$ cat src/rtl/seqdet_pkg.sv
// Shared types and helpers for the parametrised serial pattern detector.
// SEQDET_MAX_W bounds the pattern width that len_mask can describe.
package seqdet_pkg;

    localparam int SEQDET_MAX_W = 64;

    typedef enum logic {
        UNCFG = 1'b0,
        RUN   = 1'b1
    } seqdet_state_t;

    // Mask with the low `len` bits set; callers keep the low PAT_W bits.
    function automatic logic [SEQDET_MAX_W-1:0] len_mask(input int unsigned len);
        logic [SEQDET_MAX_W-1:0] m;
        m = '0;
        for (int i = 0; i < SEQDET_MAX_W; i++) begin
            m[i] = (i < len);
        end
        return m;
    endfunction

endpackage

$ cat src/rtl/seqdet_sat_cnt.sv
// Saturating up-counter; a clear in the same cycle as an increment wins.
module seqdet_sat_cnt #(
    parameter int CNT_W = 8
) (
    input  logic             clk,
    input  logic             rst,
    input  logic             inc,
    input  logic             clr,
    output logic [CNT_W-1:0] cnt
);

    logic [CNT_W-1:0] cnt_reg;

    always_ff @(posedge clk or negedge rst) begin
        if (!rst) begin
            cnt_reg <= '0;
        end else if (clr) begin
            cnt_reg <= '0;
        end else if (inc && (cnt_reg != '1)) begin
            cnt_reg <= cnt_reg + 1'b1;
        end
    end

    assign cnt = cnt_reg;

endmodule

$ cat src/rtl/seq_detector_param.sv
// Serial pattern detector with a runtime-loaded pattern of 1..PAT_W bits,
// overlapping or non-overlapping detection and a saturating match counter.
module seq_detector_param
    import seqdet_pkg::*;
#(
    parameter int PAT_W = 8,
    parameter int LEN_W = $clog2(PAT_W + 1),
    parameter int CNT_W = 8
) (
    input  logic             clk,
    input  logic             rst,
    input  logic             in,
    input  logic             in_valid,
    input  logic             cfg_load,
    input  logic [PAT_W-1:0] pattern,
    input  logic [LEN_W-1:0] pat_len,
    input  logic             overlap,
    input  logic             cnt_clr,
    output logic             detctd,
    output logic [CNT_W-1:0] match_cnt,
    output logic             cfg_err,
    output logic             armed
);

    localparam logic [LEN_W-1:0] PAT_W_L = LEN_W'(PAT_W);

    seqdet_state_t state_reg, state_next;

    logic [PAT_W-1:0] pat_reg, pat_next;
    logic [LEN_W-1:0] len_reg, len_next;
    logic             ovl_reg, ovl_next;
    logic [PAT_W-1:0] hist_reg, hist_next;
    logic [LEN_W-1:0] fill_reg, fill_next;
    logic             detctd_reg, detctd_next;
    logic             cfg_err_reg, cfg_err_next;
    logic             armed_reg, armed_next;

    logic [SEQDET_MAX_W-1:0] mask_full;
    logic [PAT_W-1:0]        mask;
    logic [PAT_W-1:0]        shift_hist;
    logic [PAT_W-1:0]        bit_eq;
    logic [LEN_W-1:0]        fill_inc;
    logic                    cfg_ok;
    logic                    sampling;
    logic                    match;

    assign mask_full = len_mask(32'(len_reg));
    assign mask      = mask_full[PAT_W-1:0];

    generate
        if (PAT_W < SEQDET_MAX_W) begin : g_mask_rest
            logic unused_mask_hi;
            assign unused_mask_hi = ^mask_full[SEQDET_MAX_W-1:PAT_W];
        end
    endgenerate

    // Bits outside the active length always compare equal.
    generate
        for (genvar gi = 0; gi < PAT_W; gi++) begin : g_cmp
            assign bit_eq[gi] = ~mask[gi] | (shift_hist[gi] ~^ pat_reg[gi]);
        end
    endgenerate

    always_comb begin
        cfg_ok     = (pat_len != '0) && (pat_len <= PAT_W_L);
        shift_hist = {hist_reg[PAT_W-2:0], in};
        fill_inc   = (fill_reg == PAT_W_L) ? fill_reg : fill_reg + 1'b1;
        // A configuration load swallows any bit presented with it.
        sampling   = (state_reg == RUN) && in_valid && !cfg_load;
        match      = sampling && (fill_inc >= len_reg) && (&bit_eq);
    end

    // FSM: state register
    always_ff @(posedge clk or negedge rst) begin
        if (!rst) begin
            state_reg <= UNCFG;
        end else begin
            state_reg <= state_next;
        end
    end

    // FSM: next state
    always_comb begin
        state_next = state_reg;
        if (cfg_load) begin
            state_next = cfg_ok ? RUN : UNCFG;
        end
    end

    // FSM: outputs (registered below)
    always_comb begin
        detctd_next  = match;
        cfg_err_next = cfg_load ? !cfg_ok : cfg_err_reg;
        armed_next   = (state_next == RUN);
    end

    always_comb begin
        pat_next  = pat_reg;
        len_next  = len_reg;
        ovl_next  = ovl_reg;
        hist_next = hist_reg;
        fill_next = fill_reg;
        if (cfg_load) begin
            if (cfg_ok) begin
                pat_next  = pattern;
                len_next  = pat_len;
                ovl_next  = overlap;
                hist_next = '0;
                fill_next = '0;
            end
        end else if (match && !ovl_reg) begin
            hist_next = '0;
            fill_next = '0;
        end else if (sampling) begin
            hist_next = shift_hist;
            fill_next = fill_inc;
        end
    end

    always_ff @(posedge clk or negedge rst) begin
        if (!rst) begin
            pat_reg     <= '0;
            len_reg     <= '0;
            ovl_reg     <= 1'b0;
            hist_reg    <= '0;
            fill_reg    <= '0;
            detctd_reg  <= 1'b0;
            cfg_err_reg <= 1'b0;
            armed_reg   <= 1'b0;
        end else begin
            pat_reg     <= pat_next;
            len_reg     <= len_next;
            ovl_reg     <= ovl_next;
            hist_reg    <= hist_next;
            fill_reg    <= fill_next;
            detctd_reg  <= detctd_next;
            cfg_err_reg <= cfg_err_next;
            armed_reg   <= armed_next;
        end
    end

    seqdet_sat_cnt #(
        .CNT_W(CNT_W)
    ) u_cnt (
        .clk(clk),
        .rst(rst),
        .inc(match),
        .clr(cnt_clr),
        .cnt(match_cnt)
    );

    assign detctd  = detctd_reg;
    assign cfg_err = cfg_err_reg;
    assign armed   = armed_reg;

endmodule

$ cat config.mk
export PLATFORM = sky130hd
export DESIGN_NAME = seq_detector_param
export DESIGN_NICKNAME = d
export VERILOG_FILES = /design/src/rtl/seqdet_pkg.sv /design/src/rtl/seqdet_sat_cnt.sv /design/src/rtl/seq_detector_param.sv
export SDC_FILE = /design/constraint.sdc
export NUM_CORES = 1
export LEC_CHECK = 0
export CORE_MARGIN = 2
export CORE_UTILIZATION = 52
export DETAILED_ROUTE_END_ITERATION = 12
export PLACE_DENSITY = 0.79
export SLEW_MARGIN = 25
export SYNTH_ARGS = -nofsm -noshare
export SYNTH_HDL_FRONTEND = slang
export SYNTH_SLANG_ARGS = --single-unit
$ cat constraint.sdc
create_clock -name clk -period 3.3 [get_ports clk]
set_input_delay 0.66 -clock clk [delete_from_list [all_inputs] [get_ports clk]]
set_output_delay 0.66 -clock clk [all_outputs]
set_load 0.03 [all_outputs]
# Yosys cells after proc, flatten, opt, wreduce, memory -nomap -nowiden
# Cells that the tools add are included.
[op_classes]
addsub = 2
mul = 0
div = 0
magnitude_cmp = 10
n_eq_ne = 3
n_shift = 0
muxes = 12
bitwise = 24
n_reduce_logical = 16
[op_table]
columns = ["operator", "n"]
rows = [
  ["$mux W7", 4],
  ["$mux W4", 5],
  ["$lt A3 B4 Y1 const A", 4],
  ["$mux W8", 2],
  ["$add A8 B1 Y8 const B", 1],
  ["$lt A1 B4 Y1 const A", 2],
  ["$lt A2 B4 Y1 const A", 2],
  ["$ne A8 B8 Y1 const B", 1],
  ["$not A1 Y1", 8],
  ["$or A1 B1 Y1", 8],
  ["$reduce_and A8 Y1", 1],
  ["$xnor A1 B1 Y1", 8],
  ["$logic_and A1 B1 Y1", 7],
  ["$add A4 B1 Y4 const B", 1],
  ["$eq A4 B4 Y1 const B", 1],
  ["$ge A4 B4 Y1", 1],
  ["$le A4 B4 Y1 const B", 1],
  ["$reduce_and A2 Y1", 2],
  ["$reduce_bool A4 Y1", 1],
  ["$logic_not A1 Y1", 3],
  ["$reduce_bool A3 Y1", 1],
  ["$ne A2 B1 Y1 const B", 1],
  ["$reduce_bool A2 Y1", 1],
  ["$mux W1", 1],
]
[word_totals]
ff_bits = 35
latch_bits = 0
ram_bits = 0
rom_bits = 0
out_inout_bits = 11
n_memories = 0

# Depth between registers and ports, before layout
[depth]
depth_word = 8
ltp_mapped = 13
ltp_nobuf = 12

# Hierarchy
# Synthesis repeated with hierarchy kept, for this count alone.
[unflattened]
cells_unflattened = 209
hier_area_um2 = 1998.2
[by_module_without_submodules]
columns = ["module", "instances", "cells_per_inst", "area_each_um2"]
rows = [
  ["seq_detector_param", 1, 160, 1534.0],
  ["seqdet_sat_cnt", 1, 49, 464.2],
]

# Worst setup path after synthesis
# Ideal clock, no wire load.
[synth_path]
path_type = "reg-to-reg"
from = "reg fill_reg[0]"
to = "reg u_cnt.cnt_reg[6], in the netlist u_cnt.cnt[6]"
t_arrival_ps = 2553
path_slack_ps = 669
path_stages_with_launch = 14
n_path_buf = 1
synth_period_minus_slack_ps = 2631
cell_sequence = "dfrtp_1 -> inv_1 -> ha_1 -> nand2_1 -> nand3_1 -> o21ai_0 -> ha_1 -> o21a_1 -> o22ai_1 -> a221o_1 -> or3_4 -> buf_6 -> or3_1 -> a21oi_1"
[synth_between]
elab_chain_cells = 7
word_cells_on_any_way = 8
cone_classes = "add/sub (1); order compare (1); eq/ne (1); mux (1); reduce/logical (4)"
[synth_rtl]
columns = ["item", "line", "rtl"]
rows = [
  ["start, declared", "seq_detector_param.sv:33", "logic [LEN_W-1:0] fill_reg, fill_next;"],
  ["start signal, assigned", "seq_detector_param.sv:135", "fill_reg <= fill_next;"],
  ["$add A4 B1 Y4 or $eq A4 B4 Y1 (tied branches)", "seq_detector_param.sv:67", "fill_inc = (fill_reg == PAT_W_L) ? fill_reg : fill_reg + 1'b1;"],
  ["$mux W4 (*)", "seq_detector_param.sv:67", ""],
  ["$ge A4 B4 Y1 (*)", "seq_detector_param.sv:70", "match = sampling && (fill_inc >= len_reg) && (&bit_eq);"],
  ["$logic_and A1 B1 Y1 (*) (2 in series)", "seq_detector_param.sv:70", ""],
  ["$logic_and A1 B1 Y1 (*)", "seqdet_sat_cnt.sv:19", "end else if (inc && (cnt_reg != '1)) begin"],
  ["$reduce_bool A2 Y1 (no line) (*)", "--", ""],
  ["end signal, assigned", "seqdet_sat_cnt.sv:20", "cnt_reg <= cnt_reg + 1'b1;"],
  ["end, declared", "seqdet_sat_cnt.sv:12", "logic [CNT_W-1:0] cnt_reg;"],
]
# Every way passes the cells marked *; elsewhere a longest branch is shown, timed or not.
# A chain may end at the register's enable or synchronous reset.

# Final worst setup path
[layout_path]
from = "reg fill_reg[0]"
to = "reg u_cnt.cnt_reg[4], in the netlist u_cnt.cnt[4]"
# The elaborated chain is that of the path after synthesis.

==> impl_metrics.json <==
{
  "worstPathArrival_ns": 3.28,
  "chipHeight_um": 61.9,
  "async_flop_share": 1.00,
  "drive_gt1_frac": 0.156,
  "ir_drop_mv": 0.297,
  "synth_area_um2": 1740,
  "synth_ff_type": "dfrtp_1",
  "grt.overflow.total": 0,
  "synth-simple-area-share": 0.109,
  "synthesis.instances": 151,
  "grt_pass1_vias": 1231,
  "reg2reg_to": "u_cnt.cnt[4]",
  "final_cell_mix": "35 x dfrtp_1, 29 x clkdlybuf4s50_1, 13 x mux2_2, 11 x a22o_1, 8 x inv_1",
  "final_common_cell": "dfrtp_1",
  "first_iter_violations": 51,
  "final.setup_skew_ns": 0.00870,
  "yosys_register_bits": 35,
  "portBuffers": 29,
  "synth_xor_xnor_area_share": 0.0653,
  "hold_depth": 1,
  "place_congestion": 0.843,
  "clock_sinks": 35,
  "yosysSeqAreaShare": 0.502,
  "synth-compound-area-share": 0.148,
  "wire_per_inst_um": 14.8,
  "ys_warn_count": 0,
  "p_leak_uw": 0.000928,
  "reg2reg_from": "fill_reg[0]",
  "cts_tree": "done",
  "synth_fa_ha_area_frac": 0.0502,
  "fin_hold_ws_ns": 0.501,
  "io_pins": 30,
  "min_from": "cfg_err",
  "powerDensity_nw_per_um2": 451,
  "worst-r2r-setup-slack_ns": 0.30,
  "via_per_inst": 5.69,
  "vias": 1319,
  "wl_um": 3430,
  "synth_top_family_by_area": "compound AO/OA/AOI/OAI gates",
  "start_util": 0.531,
  "avgSynthCellArea_um2": 11.6,
  "power_uw": 973,
  "slew_headroom": 0.582,
  "end_kind": "register",
  "num_rows": 21,
  "slew_violations": 0,
  "rsz0062_at_grt": "no",
  "insertion_delay_ns": 0.34,
  "final_nets": 211,
  "fin_area_um2": 2150,
  "htreeDepth": 2,
  "final_hold_viol_count": 0,
  "worst_slew_pin_slew_ns": 0.626,
  "grt_pass1_wl_um": 5490,
  "placed_cell_area_um2": 2080,
  "crit_type": "reg2reg",
  "core_area_um2": 3280,
  "ant_nets": 0,
  "cts_root_buf": "clkbuf_4",
  "grt_use_total": 0.203,
  "cts_hold_buf": 0,
  "cts.repair.resized": 0,
  "post-dp-hpwl_um": 2540,
  "required_ns": 3.57,
  "cts_buffers": 5,
  "cp_slowest_cell": "or3_2",
  "crit_chain": "inv_1 -> ha_1 -> nand2_1 -> nand3_1 -> o21ai_0 -> ha_1 -> o21a_1 -> o22ai_1 -> a221o_1 -> or3_4 -> or3_2 -> a21oi_1",
  "setup-tns-final_ns": 0,
  "die_area_um2": 3830,
  "synth_edf_count": 0,
  "hold_path_class": "reg2reg",
  "hold_end": "cfg_err",
  "r2r_cells": 12,
  "die_w_um": 61.9,
  "dr.pass1.iters": 4,
  "cap_violations": 0,
  "clk_pin_slew_ns": 0.11,
  "drc_errors": 0,
  "critPathLaunchType": "register",
  "cts_buffer_depth": 2,
  "fin_util": 0.656,
  "crit_top_cell": "ha_1",
  "synthesis.nets": 177,
  "fmax_mhz": 333,
  "synthMuxAreaShare": 0.0897,
  "grt_max_degree": 36,
  "yosysUniqueCellTypes": 36,
  "cts_setup_buffers": 0,
  "diodes": 0,
  "finalSetupViolCount": 0,
  "status": "finished clean",
  "crit_fanout": 12,
  "area_delta_synth_final_pct": 23.5,
  "period_needed_ns": 3.00,
  "antenna_found_initial": 0,
  "critPathMaxStageDelay_ns": 0.46,
  "min_period_over_period": 0.911
}
==> final cells by class <==
class,instances,area [um2]
fillers,264,1130
well taps,46,57.6
multi-input cells,103,806
clock inverters,1,7.51
repair buffers,32,313
inverters,8,30.0
flip-flops and latches,35,876
clock buffers,7,65.1
==> synthesized netlist by cell type (all sizes together) (4+ instances only) <==
cell type  instances  area share
nand3              6       0.017
dfrtp             35        0.50
a21oi              7       0.020
xnor2              6       0.030
ha                 7       0.050
a22o              11       0.055
nor2               4      0.0086
mux2              13       0.084
inv                8       0.017
or3                6       0.026
xor2               7       0.035
o21ai              8       0.023
nand2              6       0.013
==> worst max path at each step <==
stage	from	to	slack (ns)	cells after the start
after floorplan	fill_reg[0]	u_cnt.cnt[6]	0.67	13
after global placement	fill_reg[0]	u_cnt.cnt[3]	0.56	12
after detailed placement	fill_reg[0]	u_cnt.cnt[3]	0.36	12
after CTS	fill_reg[0]	u_cnt.cnt[3]	0.34	12
after global routing	fill_reg[0]	u_cnt.cnt[3]	0.20	12
final	fill_reg[0]	u_cnt.cnt[4]	0.30	12
==> kinds of logic (layout without fill, tap and decap cells) <==
logic type / Yosys count / count (layout)
compound gates: 36 / 36
xor+xnor: 13 / 13
fa+ha+maj: 7 / 7
buf+inv: 13 / 48
flops: 35 / 35
mux: 14 / 14
simple gates: 33 / 33
==> layer usage <==
| layer | vias up | wire length, um | GRT usage | share of wire |
|---|---|---|---|---|
| met2 | 45 | 1550 | 0.308 | 0.45 |
| met4 | 0 | 144 | 0.122 | 0.042 |
| met1 | 633 | 1550 | 0.252 | 0.45 |
| li1 | 626 | - | - | - |
| met5 | - | 0 | 0 | 0 |
| met3 | 15 | 191 | 0.0683 | 0.056 |
==> worst max-delay path, delay by kind of cell (launching register included) <==
| kind | cells | cell delay [ns] |
|---|---|---|
| AND/OR/NAND/NOR | 4 | 1.07 |
| AO/OA/AOI/OAI | 5 | 0.83 |
| buffers and inverters | 1 | 0.10 |
| flip-flops | 1 | 0.44 |
| adder cells (fa/ha/maj) | 2 | 0.48 |
==> report_power, final <==
group          internal (uW)  leakage [uW]  switching, uW
logic                    104      0.000437           92.0
clock network            124     0.0000375            145
registers                468      0.000453           39.9
total                    696      0.000928            277
==> stage by stage <==
stage / std cells / setup slack [ns]
detailed placement: 224 / 0.359
CTS: 232 / 0.345
finish: 232 / 0.295
floorplan: 151 / 0.669
global placement: 224 / 0.561
global route: 232 / 0.196
No activity file was read; power rests on OpenSTA's default activity.
==> patch 1, RTL diff (config.mk and constraints unchanged) <==
Put a register stage on the output `match_cnt`, with the module's reset. The value now appears one clock later. The other outputs are not delayed to match.
--- a/src/rtl/seq_detector_param.sv
+++ b/src/rtl/seq_detector_param.sv
@@ -24,4 +24,6 @@
 
     localparam logic [LEN_W-1:0] PAT_W_L = LEN_W'(PAT_W);
+
+    logic [CNT_W-1:0] match_cnt_d;
 
     seqdet_state_t state_reg, state_next;
@@ -147,5 +149,5 @@
         .inc(match),
         .clr(cnt_clr),
-        .cnt(match_cnt)
+        .cnt(match_cnt_d)
     );
 
@@ -154,4 +156,12 @@
     assign armed   = armed_reg;
 
+    always_ff @(posedge clk or negedge rst) begin
+        if (!rst) begin
+            match_cnt <= '0;
+        end else begin
+            match_cnt <= match_cnt_d;
+        end
+    end
+
 endmodule
 
Function: changed (Yosys sat finds a counterexample within 4 cycles, from zero or initial values and one cycle with rst low).
==> patch 1 against the unedited design <==
- cell area increased by 11%
- setup slack better by 340 ps
- global-route usage decreased by 0.57 points
- die area up 14%
- routed wire length rose by 9.6%
- total power grew 15%
- sequential cell count up 8
- first-iteration DRC count increased by 24%
- area after synthesis up 15%
- sequential power is 20% higher
==> patch 1: results (changes against the unedited design) <==
Synth Net Count - 186 (+5.1%)
Max_slew headroom - 38.3% (-20 points)
First-pass GRT wire length - 6.50 mm (+18%)
Critical path arrival - 2830 ps (-450 ps)
VDD IR max - 0.291 mV (-1.8%)
Pin count of the biggest net entering global routing - 44 (+22%)
FILL cells - 301 (+14%)
Setup WS pre-CTS - 509 ps (+150 ps)
Post-DP HPWL - 2.76 mm (+8.9%)
Switching share of power - 27.3% (-1.1 points)
Top post-synthesis cells by area - dfrtp_1 54%, mux2_1 8.4%, a22o_1 4.4%
CP max FO - 8 (-4)
Drt initial violations - 63 (+24%)
Xor-xnor portion of the synthesized cell area - 5.25% (-1.3 points)
Total GRT Usage - 19.8% (-0.57 points)
Ratio of cells with drive above 1 in the final layout - 7.81% (-7.8 points)
Synth Area in Adders - 4.38% (-0.65 points)
Routed vias - 1352 (+2.5%)
Cell variety after synth - 46 (+28%)
Mux contribution to synthesized area - 9.44% (+0.47 points)
Latest clock arrival within the worst-skew pair - 290 ps (-50 ps)
Worst hold path cell count - 0 (-1)
Slowest cell on crit path - a2111o_1
Number of nets in the layout - 217 (+2.8%)
Compound-gate portion of the synthesized area - 12.8% (-2.0 points)
Root Driver - clkbuf_8
Clk slew on worst S/H paths - 70 ps (-40 ps)
Critical path's largest stage delay - 430 ps (-30 ps)
Wire length per cell - 15.7 microns (+5.9%)
Outcome - finished clean
GPL Wtd Cong - 0.816 (-3.2%)
Reg2reg setup slack - 640 ps (+340 ps)
Vias in the first global route - 1440 (+17%)
Share of the yosys chip area belonging to registers - 53.8% (+3.5 points)
Hold Startpoint - u_cnt.cnt[6]$_DFFE_PN0P_
Top cells by count, synth - 43 x dfrtp_1, 15 x mux2_1, 10 x a22o_1
## patch 1: cell types whose count changed after synthesis, moves of 3 or more
cell	delta
mux2_2	-13
nand3_1	-4
xor2_1	-3
mux2_1	+15
nor2_1	+5
a21oi_1	-3
dfrtp_1	+8
o21ai_0	-7
## patch 1: cells by family after synthesis
kind of cell | count (synthesis)
multiplexers | 17
AO/OA/AOI/OAI | 32
buffers and inverters | 13
adder cells (fa/ha/maj) | 7
AND/OR/NAND/NOR | 36
flip-flops | 43
XOR/XNOR | 12
## patch 1: power by group through the flow
stage / registers, uW / clock network (uW) / logic [uW]
after CTS: 611 / 327 / 188
after global routing: 618 / 352 / 209
after detailed placement: 621 / 0 / 186
after global placement: 617 / 0 / 178
after floorplan: 609 / 0 / 128
final: 611 / 317 / 186
## patch 1: how the worst max path moves through the flow
| stage | startpoint | endpoint | slack, ps | depth (start not counted) |
|---|---|---|---|---|
| after floorplan | fill_reg[0]$_DFFE_PN0P_ | u_cnt.cnt[5]$_DFFE_PN0P_ | 840 | 13 |
| after global placement | in | u_cnt.cnt[4]$_DFFE_PN0P_ | 550 | 7 |
| after detailed placement | in | u_cnt.cnt[4]$_DFFE_PN0P_ | 510 | 7 |
| after CTS | fill_reg[0]$_DFFE_PN0P_ | u_cnt.cnt[4]$_DFFE_PN0P_ | 630 | 12 |
| after global routing | fill_reg[0]$_DFFE_PN0P_ | hist_reg[5]$_DFFE_PN0P_ | 410 | 11 |
| final | fill_reg[0]$_DFFE_PN0P_ | u_cnt.cnt[4]$_DFFE_PN0P_ | 640 | 12 |
## patch 1: final cells by class
cell class | count | area (sq um) | area share (%)
sequential | 43 | 1080 | 44.8
timing repair buffer | 30 | 293 | 12.2
clock buffer | 6 | 72.6 | 3.02
clock inverter | 2 | 12.5 | 0.521
tap | 48 | 60.1 | 2.50
multi-input combinational | 104 | 860 | 35.8
inverter | 7 | 26.3 | 1.09
## patch 1: metrics by stage
| step | utilization, % | std cells | instance area (sq um) |
|---|---|---|---|
| after floorplan | - | 160 | 2000 |
| after global placement | 62.8 | 232 | 2310 |
| after detailed placement | 62.8 | 232 | 2310 |
| after CTS | 65.1 | 240 | 2400 |
| after global routing | 65.1 | 240 | 2400 |
| final | 65.1 | 240 | 2400 |
## patch 1: layer usage
layer / part of all wire (%) / vias to the layer above / global-route usage (%) / routed length (microns)
met2: 54 / 20 / 34.5 / 2040
met1: 41 / 682 / 23.9 / 1520
met5: 0 / - / 0 / 0
met3: 3.4 / 8 / 5.11 / 128
li1: - / 642 / - / -
met4: 1.7 / 0 / 6.38 / 65
==> patch 2, RTL diff (config.mk and constraints unchanged) <==
Made on the original files. Change the parameter `PAT_W` from 8 to 16.
--- a/src/rtl/seq_detector_param.sv
+++ b/src/rtl/seq_detector_param.sv
@@ -4,5 +4,5 @@
     import seqdet_pkg::*;
 #(
-    parameter int PAT_W = 8,
+    parameter int PAT_W = 16,
     parameter int LEN_W = $clog2(PAT_W + 1),
     parameter int CNT_W = 8
Ports: changed (resized pat_len and pattern); port bits go from 30 to 39. No check against the original RTL was run, so the function may have changed too.
==> patch 2 against the unedited design <==
- die area rose by 48%
- cell count rose by 50%
- total power rose by 46%
- routed wire length rose by 53%
- cell area rose by 51%
- core utilization rose by 2.1 points
- non-clock buffer count rose by 16
- area after synthesis rose by 52%
- count of clock-buffer cells in the layout did not move
- sequential cell count rose by 18
- setup slack got worse by 81 ps
- critical path type unchanged
- critical endpoint unchanged
- largest power group unchanged
==> patch 2: results (changes against the unedited design) <==
Outcome - finished clean
Hold Crit Class - input port to async pin
Drt initial violations - 94 (+84%)
Leak Pwr - 0.00142 uW (+53%)
Synth Net Count - 271 (+53%)
Slowest cell on crit path - or4b_4
Finished Layout Cells - 349 (+50%)
Ratio of cells with drive above 1 in the final layout - 16.3% (+0.72 points)
CP max FO - 5 (-7)
Critical path arrival - 3320 ps (+40 ps)
R2r worst-path depth - 13 (+1)
Post-synthesis async set-or-reset flop share - 100% (unchanged)
Total GRT Usage - 20.7% (+0.38 points)
Clock buffer depth - 2 (unchanged)
Critical path's largest stage delay - 610 ps (+150 ps)
Post-DP HPWL - 3.99 mm (+57%)
PortBufs - 38 (+31%)
GPL Wtd Cong - 0.859 (+1.9%)
Vias per inst - 5.53 (-2.7%)
Share of the yosys chip area belonging to registers - 50.0% (-0.17 points)
Final Skew - 4.29 ps (-4.42 ps)
Total Wirelength - 5.27 mm (+53%)
Root Driver - clkbuf_8
Avg Inst Size Synth - 11.3 sq um (-2.4%)
Int Power - 1020 uW (+47%)
Crit path max-delay family - simple AND/OR/NAND/NOR gates
VDD IR max - 0.267 mV (-10%)
First-pass GRT wire length - 8.75 mm (+60%)
Reg2reg setup slack - 210 ps (-80 ps)
Pin count of the biggest net entering global routing - 27 (-25%)
WS Path Type - flop to flop
Clk slew on worst S/H paths - 90 ps (-20 ps)
Number of detailed-route iterations in the first pass - 4 (unchanged)
Hold WS - 334 ps (-167 ps)
Synth Flop Type - dfrtp_1
Post-placement cell count - 341 (+52%)
DP Area - 0.00315 sq mm (+51%)
Setup repair bufs after CTS - 0 (unchanged)
Vias in the first global route - 1856 (+51%)
Max_slew headroom - 62.9% (+4.7 points)
Top cells by count, synth - 53 x dfrtp_1, 24 x mux2_2, 19 x a22o_1
Number of nets in the layout - 318 (+51%)
Cell variety after synth - 41 (+14%)
Top post-synthesis cells by area - dfrtp_1 50%, mux2_2 10%, a22o_1 6.3%
Latest clock arrival within the worst-skew pair - 310 ps (-30 ps)
patch 2: power by group through the flow:
stage | logic [uW] | registers [uW] | clock network [uW]
after floorplan | 182 | 765 | 0
after global placement | 282 | 772 | 0
after detailed placement | 290 | 776 | 0
after CTS | 291 | 763 | 377
after global routing | 331 | 773 | 400
final | 295 | 763 | 366
patch 2: layout make-up:
type	instances	area (sq um)
fillers	399	1560
multi-input cells	160	1260
repair buffers	48	450
well taps	67	83.8
inverters	14	52.6
clock buffers	7	86.3
flip-flops and latches	53	1330
patch 2: per-stage QoR:
stage	TNS [ps]	power, uW	utilization, %	setup slack [ps]
final	0	1420	67.7	214
after global routing	-3.18	1500	67.7	-3.18
after CTS	0	1430	67.1	80.2
after detailed placement	0	1070	65.4	15.2
after global placement	0	1050	65.4	86.3
after floorplan	0	947	-	441
patch 2: cell families (layout without fill, tap and decap cells):
family | count (synthesis) | count (layout) | synth area share [%]
xor+xnor | 20 | 20 | 6.61
flops | 53 | 53 | 50.0
buf+inv | 23 | 69 | 3.35
simple gates | 46 | 47 | 10.3
fa+ha+maj | 8 | 8 | 3.78
mux | 25 | 25 | 10.6
compound gates | 60 | 60 | 15.3
patch 2: worst register-to-register path: stages, from the launching register on:
cell      delay [ps]
dfrtp_1          420
inv_1            100
ha_1             150
nand3b_1         100
nor2_1           130
xnor2_1          110
ha_1             280
nand2b_1         100
a211oi_1          70
o21ai_1          140
nand3_1          140
or4b_4           610
or4_1            510
a21oi_1          160
patch 2: routing by layer:
| layer | part of all wire, % | vias up | global-route usage, % |
|---|---|---|---|
| met2 | 48 | 45 | 33.6 |
| met5 | 0 | - | 0 |
| met3 | 4.4 | 7 | 4.37 |
| met4 | 1.4 | 0 | 6.43 |
| met1 | 46 | 937 | 28.2 |
| li1 | - | 942 | - |
